## src/rtl/word_burst_responder.sv

```systemverilog
// word_burst_responder
//   Turns word-granular core data-port requests into 256-bit line transactions
//   on a 4 x 64-bit burst memory port. Reads fetch the line and return one word.
//   Writes fetch the line, merge the enabled bytes, then write the whole line back.
//   Optional feature macro: LINE_BUF_EN keeps the last completed line with a
//   valid bit and tag, so a hit skips the read burst (writes stay write-through).
module word_burst_responder #(
  parameter int ADDR_W = 32,
  parameter int BEAT_W = 64,
  parameter int BEATS  = 4
) (
  input  logic              clk,
  input  logic              rst,
  input  logic              data_read,
  input  logic              data_write,
  input  logic [3:0]        data_mbe,
  input  logic [ADDR_W-1:0] data_mem_address,
  input  logic [31:0]       data_mem_wdata,
  output logic              data_mem_resp,
  output logic [31:0]       data_mem_rdata,
  output logic              pmem_read,
  output logic              pmem_write,
  output logic [ADDR_W-1:0] pmem_address,
  output logic [BEAT_W-1:0] pmem_wdata,
  input  logic [BEAT_W-1:0] pmem_rdata,
  input  logic              pmem_resp
);

  localparam int LINE_W = BEATS * BEAT_W;
  localparam int WORDS  = LINE_W / 32;
  localparam int OFF_W  = $clog2(LINE_W / 8);
  localparam int WIDX_W = $clog2(WORDS);
  localparam int BCNT_W = $clog2(BEATS);
  localparam int TAG_W  = ADDR_W - OFF_W;

  typedef enum logic [2:0] {
    IDLE,
    RD_BURST,
    MERGE,
    WB_BURST,
    RESP
  } state_t;

  state_t              state_reg;
  logic [BCNT_W-1:0]   beat_cnt_reg;
  logic [LINE_W-1:0]   line_reg;
  logic [LINE_W-1:0]   merged_line;
  logic [WIDX_W-1:0]   word_idx_reg;
  logic [31:0]         wdata_reg;
  logic [3:0]          mbe_reg;
  logic                is_write_reg;
  logic                last_beat;
  logic                unused_addr_bits;

  // Byte offset within a word never selects anything: the port is word-granular.
  assign unused_addr_bits = ^data_mem_address[1:0];

  assign last_beat = (beat_cnt_reg == BCNT_W'(BEATS - 1));

`ifdef LINE_BUF_EN
  logic             valid_reg;
  logic [TAG_W-1:0] tag_reg;
  logic             buf_hit;

  assign buf_hit = valid_reg && (tag_reg == data_mem_address[ADDR_W-1:OFF_W]);
`endif

  // Byte-lane merge of the latched write word into the fetched line.
  for (genvar gi = 0; gi < LINE_W / 8; gi++) begin : g_merge
    assign merged_line[gi*8 +: 8] =
      ((word_idx_reg == WIDX_W'(gi / 4)) && mbe_reg[gi % 4]) ? wdata_reg[(gi % 4)*8 +: 8]
                                                             : line_reg[gi*8 +: 8];
  end

  // Outgoing write beat and returned word are selected straight from the line buffer.
  assign pmem_wdata     = pmem_write    ? line_reg[beat_cnt_reg*BEAT_W +: BEAT_W] : '0;
  assign data_mem_rdata = data_mem_resp ? line_reg[word_idx_reg*32 +: 32]        : '0;

  // Line buffer: captures read beats and applies the merge; contents need no reset.
  always_ff @(posedge clk) begin
    if (state_reg == RD_BURST && pmem_resp) begin
      line_reg[beat_cnt_reg*BEAT_W +: BEAT_W] <= pmem_rdata;
    end else if (state_reg == MERGE) begin
      line_reg <= merged_line;
    end
  end

  // Transaction FSM with registered handshake outputs.
  always_ff @(posedge clk) begin
    if (rst) begin
      state_reg     <= IDLE;
      beat_cnt_reg  <= '0;
      pmem_read     <= 1'b0;
      pmem_write    <= 1'b0;
      pmem_address  <= '0;
      data_mem_resp <= 1'b0;
      word_idx_reg  <= '0;
      wdata_reg     <= '0;
      mbe_reg       <= '0;
      is_write_reg  <= 1'b0;
`ifdef LINE_BUF_EN
      valid_reg     <= 1'b0;
      tag_reg       <= '0;
`endif
    end else begin
      data_mem_resp <= 1'b0;
      case (state_reg)
        IDLE: begin
          if (data_read || data_write) begin
            word_idx_reg <= data_mem_address[OFF_W-1:2];
            wdata_reg    <= data_mem_wdata;
            mbe_reg      <= data_mbe;
            is_write_reg <= data_write;
            pmem_address <= {data_mem_address[ADDR_W-1:OFF_W], {OFF_W{1'b0}}};
            beat_cnt_reg <= '0;
`ifdef LINE_BUF_EN
            if (buf_hit) begin
              if (data_write) begin
                state_reg <= MERGE;
              end else begin
                state_reg     <= RESP;
                data_mem_resp <= 1'b1;
              end
            end else begin
              state_reg <= RD_BURST;
              pmem_read <= 1'b1;
            end
`else
            state_reg <= RD_BURST;
            pmem_read <= 1'b1;
`endif
          end
        end
        RD_BURST: begin
          if (pmem_resp) begin
            beat_cnt_reg <= beat_cnt_reg + 1'b1;
            if (last_beat) begin
              pmem_read <= 1'b0;
              if (is_write_reg) begin
                state_reg <= MERGE;
              end else begin
                state_reg     <= RESP;
                data_mem_resp <= 1'b1;
              end
            end
          end
        end
        MERGE: begin
          state_reg  <= WB_BURST;
          pmem_write <= 1'b1;
        end
        WB_BURST: begin
          if (pmem_resp) begin
            beat_cnt_reg <= beat_cnt_reg + 1'b1;
            if (last_beat) begin
              pmem_write    <= 1'b0;
              state_reg     <= RESP;
              data_mem_resp <= 1'b1;
            end
          end
        end
        RESP: begin
          state_reg <= IDLE;
`ifdef LINE_BUF_EN
          valid_reg <= 1'b1;
          tag_reg   <= pmem_address[ADDR_W-1:OFF_W];
`endif
        end
        default: begin
          state_reg <= IDLE;
        end
      endcase
    end
  end

endmodule
```

## config.mk

```make
export PLATFORM = sky130hd
export DESIGN_NAME = word_burst_responder
export DESIGN_NICKNAME = d
export VERILOG_FILES = /design/src/rtl/word_burst_responder.sv
export SDC_FILE = /design/constraint.sdc
export NUM_CORES = 1
export LEC_CHECK = 0
export CAP_MARGIN = 20
export CORE_ASPECT_RATIO = 1.4
export CORE_MARGIN = 2
export CORE_UTILIZATION = 34
export DETAILED_ROUTE_END_ITERATION = 10
export SLEW_MARGIN = 20
export SYNTH_ARGS = -nofsm -noshare
export SYNTH_HDL_FRONTEND = slang
export SYNTH_SLANG_ARGS = --single-unit
```

## constraint.sdc

```tcl
create_clock -name clk -period 3.19 [get_ports clk]
set_input_delay 0.7975 -clock clk [delete_from_list [all_inputs] [get_ports clk]]
set_output_delay 0.7975 -clock clk [all_outputs]
set_load 0.02 [all_outputs]
```

* Word-level counts from Yosys, hierarchy flattened
Index checks and enable logic that the tools add are counted.
Cells by class: shift-type cells 4, add/subtract/negate cells 2, eq/ne operators 17, muxes and demuxes 58, reductions and logical operators 110
Operators with widths (count):
- 256-bit two-way mux | 2
- 256-bit bitwise mux | 1
- 8-bit two-way mux | 32
- 64-bit by 34-bit variable shift with 256-bit output, first input constant | 1
- 256-bit by 9-bit variable part select with 32-bit output | 1
- 256-bit by 9-bit variable part select with 64-bit output | 1
- 64-bit by 34-bit variable part select with 256-bit output | 1
- 2-bit nonzero test | 36
- 2-bit AND reduction | 33
- 64-bit two-way mux | 1
- 8-bit negation with 34-bit output | 1
- 1-bit logical AND | 33
- 32-bit two-way mux | 1
- 3-bit two-way mux | 6
- 3-bit by 2-bit == test with 1-bit output, second input constant | 4
- 3-bit == test, second input constant | 4
- 3-bit case mux with 4 select lines | 1
- 2-bit inequality test, second input constant | 5
- 1-bit two-way mux | 8
- 3-bit by 1-bit == test with 1-bit output, second input constant | 2
- 3-bit logical NOT | 2
- 1-bit case mux with 2 select lines | 3
- 3-bit AND reduction | 2
- 5-bit AND reduction | 1
- other kinds (8) | 9
Storage, ports and cells: logic and storage cells 233, input bits 137, bits in registers 331

* Logic depth before layout (Yosys ltp)
Gate-level depths: netlist (run 1).
depth after elaboration 5, gate-level depth with buffers 9, mapped depth without buffers 5

* Worst setup path before layout (run 1)
No wires, ideal clock.
path type reg2reg, from register beat_cnt_reg[0] (netlist name), to register line_reg[0] (enable), slack 805 ps, required time 2820 ps, stages on the path, launching flop included 10, library setup time 370 ps, period minus slack after synthesis 2385 ps, data arrival time 2014 ps, cell sequence dfxtp_1 buf_6 buf_6 buf_6 inv_1 ha_1 buf_2 nand4b_1 a21o_1 nor2_1
RTL lines:
- to (signal, indexed assignment) | RTL line 82 | line_reg[beat_cnt_reg*BEAT_W +: BEAT_W] <= pmem_rdata;
- to (signal assigned) | RTL line 84 | line_reg <= merged_line;
- to (decl) | RTL line 46 | logic [LINE_W-1:0] line_reg;

* Final worst setup path (run 1)
from register word_idx_reg[0], to output port data_mem_rdata[2]
Between the ends: word-level cells in the longest chain between the ends 2
Ends and longest elaborated chain:
- from (decl) | RTL line 48 | logic [WIDX_W-1:0] word_idx_reg;
- from (signal assigned) | RTL line 110 | word_idx_reg <= data_mem_address[OFF_W-1:2];
- 256-bit by 9-bit variable part select with 32-bit output | RTL line 77 | assign data_mem_rdata = data_mem_resp ? line_reg[word_idx_reg*32 +: 32] : '0;
- 32-bit two-way mux | RTL line 77
- to (decl) | RTL line 20 | output logic [31:0] data_mem_rdata,
Every way passes these cells.

==> results of run 1 <==
## metal layers
layer	GRT usage	vias to the layer above
met5	0	-
met4	0.08333	8
met3	0.03961	121
met2	0.3764	480
met1	0.2417	6578
li1	-	5965
## cell type report
class | instances | share of cell area
repair buffers | 363 | 0.1572
well taps | 650 | 0.03632
clock buffers | 47 | 0.04481
inverters | 69 | 0.01157
clock inverters | 14 | 0.007878
flip-flops and latches | 331 | 0.4110
multi-input cells | 905 | 0.3311
diodes | 2 | 0.0002235
## cell usage in the layout, fill, tap and decap left out, types with 5 or more instances in the layout
cell type / count
buf_12: 19
inv_1: 69
edfxtp_1: 256
o21ai_1: 23
buf_4: 83
dfxtp_1: 70
nor2b_1: 6
clkdlybuf4s15_1: 9
clkbuf_16: 37
o21ai_0: 249
mux4_2: 128
and2_1: 66
nor2_1: 19
nand3_1: 82
dlygate4sd2_1: 81
a22o_1: 32
nand4b_1: 5
nand2_1: 34
clkbuf_1: 6
clkdlybuf4s50_1: 163
conb_1: 5
o21ai_2: 51
a21oi_1: 104
nand2b_1: 67
## timing repair
action / in CTS / in global routing
gates resized for setup: 102 / 10
pin swaps: 0 / 0
buffers inserted: 13 / 10
endpoints found under the setup margin: 96 / 22
## critical path, stage by stage (launching register included)
cell and delay, ps:
dfxtp_4 370, buf_12 130, buf_4 170, mux4_2 500, a22o_1 290, dlygate4sd2_1 330
## per-stage QoR
| stage | cells | utilization | setup WS, ps | setup TNS, ps | hold WS [ps] |
|---|---|---|---|---|---|
| 2_1_floorplan | 1441 | - | 805.4 | 0 | 454.1 |
| 3_3_place_gp | 2295 | 0.4134 | 147.6 | 0 | 459.8 |
| 3_5_place_dp | 2295 | 0.4134 | 98.51 | 0 | 467.3 |
| 4_1_cts | 2369 | 0.4372 | -3.053 | -3.053 | 475.3 |
| 5_1_grt | 2379 | 0.4389 | 3.755 | 0 | 492.7 |
| 6_report | 2381 | 0.4390 | 72.78 | 0 | 473.4 |
## power by group
| group | total, mW | internal [mW] | switching (mW) |
|---|---|---|---|
| Clock | 4.21 | 2.54 | 1.68 |
| Combinational | 1.33 | 0.626 | 0.702 |
| Sequential | 4.84 | 4.77 | 0.0689 |
## synthesized netlist by cell type, types with 2 or more instances
cell type  count  area, um2
nor2b_1        7      43.79
nand4b_1       5      43.79
o21ai_1       23      115.1
nand3b_1       2      15.01
clkbuf_1      67      251.5
buf_2         27      135.1
o211ai_1       2      15.01
buf_4          7      52.55
nand2_1       34      127.6
nand2b_1      67      419.2
o21ai_2       51      446.7
a22o_1        32      280.3
buf_6         16      180.2
ha_1           5      62.56
nor2_1        20      75.07
inv_1         69      259.0
dfxtp_1       75       1501
a21oi_1      104      520.5
o21ai_0      249       1246
buf_1          7      26.28
and2_1        66      412.9
clkbuf_2      11      55.05
a21o_1         4      30.03
mux4_2       128       2883
nand4_4        3      63.81
edfxtp_1     256       7687
nand3_1       82      410.4
and4b_1        2      20.02
## cells by family (layout without fill, tap and decap cells)
group / after synthesis / count (layout) / share of synthesized area
adders and majority gates: 5 / 5 / 0.003569
muxes: 129 / 129 / 0.1650
DFF: 331 / 331 / 0.5242
and+or+nand+nor: 296 / 296 / 0.09751
buffers and inverters: 205 / 493 / 0.05561
other: 1 / 7 / 0.0002139
AOI/OAI and AO/OA: 470 / 470 / 0.1538
## worst min path at each step
stage,startpoint,endpoint,slack [ps],depth (start not counted)
after floorplan,wdata_reg[0]$_SDFFE_PP0P_,wdata_reg[0]$_SDFFE_PP0P_,450,2
after global placement,pmem_address[15]$_SDFFE_PP0P_,pmem_address[15]$_SDFFE_PP0P_,460,2
after detailed placement,wdata_reg[21]$_SDFFE_PP0P_,wdata_reg[21]$_SDFFE_PP0P_,470,2
after CTS,pmem_address[24]$_SDFFE_PP0P_,pmem_address[24]$_SDFFE_PP0P_,480,2
after global routing,wdata_reg[19]$_SDFFE_PP0P_,wdata_reg[19]$_SDFFE_PP0P_,490,2
final,wdata_reg[19]$_SDFFE_PP0P_,wdata_reg[19]$_SDFFE_PP0P_,470,2
==> results_dict.tcl, run 1 <==
set metrics [dict create \
    cp-start-kind "flip-flop" \
    setup-violations-final 0 \
    hold_viol_final 0 \
    dr.pass1.iters 5 \
    synth-seq-area-share 0.5242 \
    irDropWorstVdd_mv 0.3971 \
    clkTransAtPathRegs_ps 60 \
    dp_hpwl_um 37470 \
    ys_seq_elements 331 \
    drive_gt1_frac 0.2076 \
    fill_cells 4680 \
    cts_tree "done" \
    largest_reg_flops 256 \
    drt_iter0_markers 1100 \
    fp.dieArea_mm2 0.05341 \
    fin_nets 1847 \
    ant_nets 0 \
    syn_avg_cell_area_um2 12.20 \
    multi_input_area_mm2 0.007413 \
    rows 98 \
    cts_hold_buf 0 \
    crit_required_ps 2390 \
    min_period_over_period 0.9772 \
    globalplace.congestion 0.8235 \
    syn_area_mm2 0.01753 \
    worst_setup_path_end_kind "output port" \
    hold_class "flip-flop to flip-flop" \
    initial_core_util 0.3436 \
    yosysUniqueCellTypes 44 \
    reg2reg_to "line_reg[2]$_DFFE_PP_" \
    seqCellArea_mm2 0.009203 \
    wl_per_cell_um 23.71 \
    synth_edf_count 256 \
    final_area_mm2 0.02239 \
    track_usage 0.2079 \
    grt_overflow 0 \
    grt_antenna_before_repair 5 \
    cts.sinks 331 \
    routed_wl_um 56440 \
    via_count 13150 \
    async_flop_share 0 \
    crit_arrival_ps 2320 \
    critPathCapture "data_mem_rdata[2]" \
    cts_buffers 35 \
    grt_max_degree 62 \
    ys_warn_count 0 \
    htreeDepth 2 \
    cp_max_fo 4 \
    core_mm2 0.05101 \
    fmax_mhz 320.8 \
    dieHeight_um 272.7 \
    die_w_um 195.9 \
    rr_worst_depth 7 \
    grt_pass1_vias 13620 \
    met2_length_um 29450 \
    reg2reg_from "beat_cnt_reg[0]$_SDFFE_PP0P_" \
    portBuffers 260 \
    top_layer "met5" \
    slew_viol_final 0 \
    tightest_slew_ps 748.9 \
    finClkSkew_ps 9.161 \
    drc 0 \
    wl_met1_um 21220 \
    synth_cells 1437 \
    powerDensity_mw_per_mm2 463.5 \
    fin_crit_ps 3117 \
    slew_headroom 0.5007 \
    max-cap-violations 0 \
    dr_wl_met3_um 3580 \
    post_dp_cell_area_mm2 0.02109 \
    regToRegSetupSlack_ps 550 \
    grt_first_pass_wirelength_um 83030 \
    synthFlopType "edfxtp_1" \
    power_mw 10.38 \
    clockBufferDepth 3 \
    io_pins 268 \
    worstSetupPathType "flip-flop to output port" \
    clock_tree.root_cell "clkbuf_16" \
    area_delta_synth_final_pct 27.75 \
    cp-startpoint "word_idx_reg[0]$_SDFFE_PP0P_" \
    leakage_nw 7.751 \
    vias_per_cell 5.524 \
    rsz0062_at_grt "no" \
    worstSkewPairLatency_ps 520 \
    outcome "complete, no violations" \
]
Note: power is estimated with default switching activity, not from simulation.
==> run 2, diff against run 1 <==
==> constraint.sdc (replaced) <==
create_clock -name clk -period 3.2 [get_ports clk]
set_input_delay 0.8 -clock clk [delete_from_list [all_inputs] [get_ports clk]]
set_output_delay 0.8 -clock clk [all_outputs]
set_load 0.02 [all_outputs]
==> results_dict.tcl, run 2 (synthesized netlist as in run 1, its figures left out) <==
set metrics [dict create \
    crit_buf_inv 3 \
    rows 98 \
    slew_viol_final 0 \
    cp-start-kind "flip-flop" \
    cts_buffers 35 \
    place_ws_ps 104.3 \
    layout_common_cells "256 x edfxtp_1, 249 x o21ai_0, 163 x clkdlybuf4s50_1" \
    ant_nets 0 \
    hold_viol_final 0 \
    reg2reg_from "beat_cnt_reg[0]$_SDFFE_PP0P_" \
    fill_cells 4736 \
    track_usage 0.2111 \
    min_period_over_period 0.9808 \
    power_mw 9.974 \
    cp-startpoint "word_idx_reg[0]$_SDFFE_PP0P_" \
    die_w_um 195.9 \
    critPathCapture "data_mem_rdata[5]" \
    htreeDepth 2 \
    crit_family "buffers and inverters" \
    rr_worst_depth 9 \
    cpMaxStageDelayCell "mux4_2" \
    setup-violations-final 0 \
    fin_ws_ps 61.46 \
    worst_setup_path_end_kind "output port" \
    wl_per_cell_um 23.95 \
    clockBufferDepth 3 \
    fmax_mhz 318.6 \
    cts.sinks 331 \
    path_cells "buf_12 -> buf_12 -> mux4_2 -> a22o_1 -> dlygate4sd2_1" \
    cts_tree "done" \
    fp.dieArea_mm2 0.05341 \
    reg2reg_to "line_reg[63]$_DFFE_PP_" \
    drive_gt1_frac 0.2087 \
    dp_hpwl_um 37550 \
    via_count 13230 \
    grt_first_pass_wirelength_um 84260 \
    worstSetupPathType "flip-flop to output port" \
    dr.pass1.iters 5 \
    dieHeight_um 272.7 \
    clock_tree.root_cell "clkbuf_16" \
    globalplace.congestion 0.8351 \
    fin_crit_ps 3139 \
    initial_core_util 0.3436 \
    grt_overflow 0 \
    grt_max_degree 63 \
    powerDensity_mw_per_mm2 447.3 \
    finClkSkew_ps 13.33 \
    max_stage_delay_ps 490 \
    hold_class "flip-flop to flip-flop" \
    regToRegSetupSlack_ps 530 \
    grt_antenna_before_repair 7 \
    area_delta_synth_final_pct 27.23 \
    core_mm2 0.05101 \
    clkTransAtPathRegs_ps 60 \
    fin_nets 1849 \
    irDropWorstVdd_mv 0.3439 \
    cp_max_fo 8 \
    worst-path-stages 5 \
    outcome "complete, no violations" \
    tightest_slew_ps 700.2 \
    vias_per_cell 5.553 \
    leakage_nw 7.729 \
    grt_pass1_vias 13690 \
    largest_reg_flops 256 \
    crit_arrival_ps 2340 \
    slew_headroom 0.5323 \
    whs_path_depth 2 \
    drc 0 \
    cpMostUsedCell "buf_12" \
    rsz0062_at_grt "no" \
    drt_iter0_markers 987 \
    routed_wl_um 57050 \
    portBuffers 260 \
    max-cap-violations 0 \
    io_pins 268 \
    final_common_cell "edfxtp_1" \
    crit_required_ps 2400 \
    worstSkewPairLatency_ps 530 \
    cts_hold_buf 0 \
]
[run 2: timing repair]
| item | in CTS | in global routing |
|---|---|---|
| pin swaps | 0 | 0 |
| resized for setup | 112 | 4 |
| gates cloned | 1 | 0 |
| setup buffers | 16 | 9 |
| hold endpoints to repair | 0 | 0 |
| setup endpoints to repair | 96 | 15 |
[run 2: tightest hold or removal path: cells and delay by family, from the launching register on]
| family | cells | cell delay, ps |
|---|---|---|
| flip-flops | 1 | 300 |
| AO/OA/AOI/OAI | 2 | 120 |
[run 2: worst min path at each step]
stage                                        startpoint                            end  slack, ps
after floorplan               wdata_reg[0]$_SDFFE_PP0P_      wdata_reg[0]$_SDFFE_PP0P_        450
after global placement     pmem_address[9]$_SDFFE_PP0P_   pmem_address[9]$_SDFFE_PP0P_        460
final                     pmem_address[12]$_SDFFE_PP0P_  pmem_address[12]$_SDFFE_PP0P_        470
after CTS                 pmem_address[12]$_SDFFE_PP0P_  pmem_address[12]$_SDFFE_PP0P_        470
after global routing          wdata_reg[6]$_SDFFE_PP0P_      wdata_reg[6]$_SDFFE_PP0P_        500
after detailed placement  pmem_address[12]$_SDFFE_PP0P_  pmem_address[12]$_SDFFE_PP0P_        470
[run 2: cell type report]
type / instances / area [um2] / share of cell area
diodes: 2 / 5.005 / 0.0002244
clock buffers: 43 / 925.9 / 0.04152
repair buffers: 365 / 3572 / 0.1602
multi-input cells: 905 / 7410 / 0.3323
flip-flops and latches: 331 / 9203 / 0.4127
clock inverters: 17 / 112.6 / 0.005050
well taps: 650 / 813.3 / 0.03647
inverters: 69 / 259.0 / 0.01161
[run 2: metrics by stage]
| step | hold WS [ps] | util | instance area [um2] | setup TNS [ps] | instances |
|---|---|---|---|---|---|
| 6_report | 471.1 | 0.4372 | 22300 | 0 | 2382 |
| 5_1_grt | 500.1 | 0.4371 | 22300 | 0 | 2380 |
| 4_1_cts | 474.6 | 0.4352 | 22200 | -12.83 | 2371 |
| 2_1_floorplan | 454.1 | - | 17540 | 0 | 1441 |
| 3_3_place_gp | 461.0 | 0.4123 | 21030 | 0 | 2294 |
| 3_5_place_dp | 467.7 | 0.4123 | 21030 | 0 | 2294 |
[run 2: power breakdown]
| group | internal [mW] | switching (mW) |
|---|---|---|
| Combinational | 0.635 | 0.703 |
| Sequential | 4.75 | 0.0696 |
| Clock | 2.14 | 1.68 |
| Total | 7.52 | 2.45 |
[run 2: layer usage]
metal  GRT usage  vias to the layer above  part of all wire
li1            -                     5984                 -
met1      0.2402                     6518              0.37
met2      0.3793                      559              0.51
met3     0.03789                      157             0.067
met4      0.1075                       10             0.051
met5           0                        -            0.0012
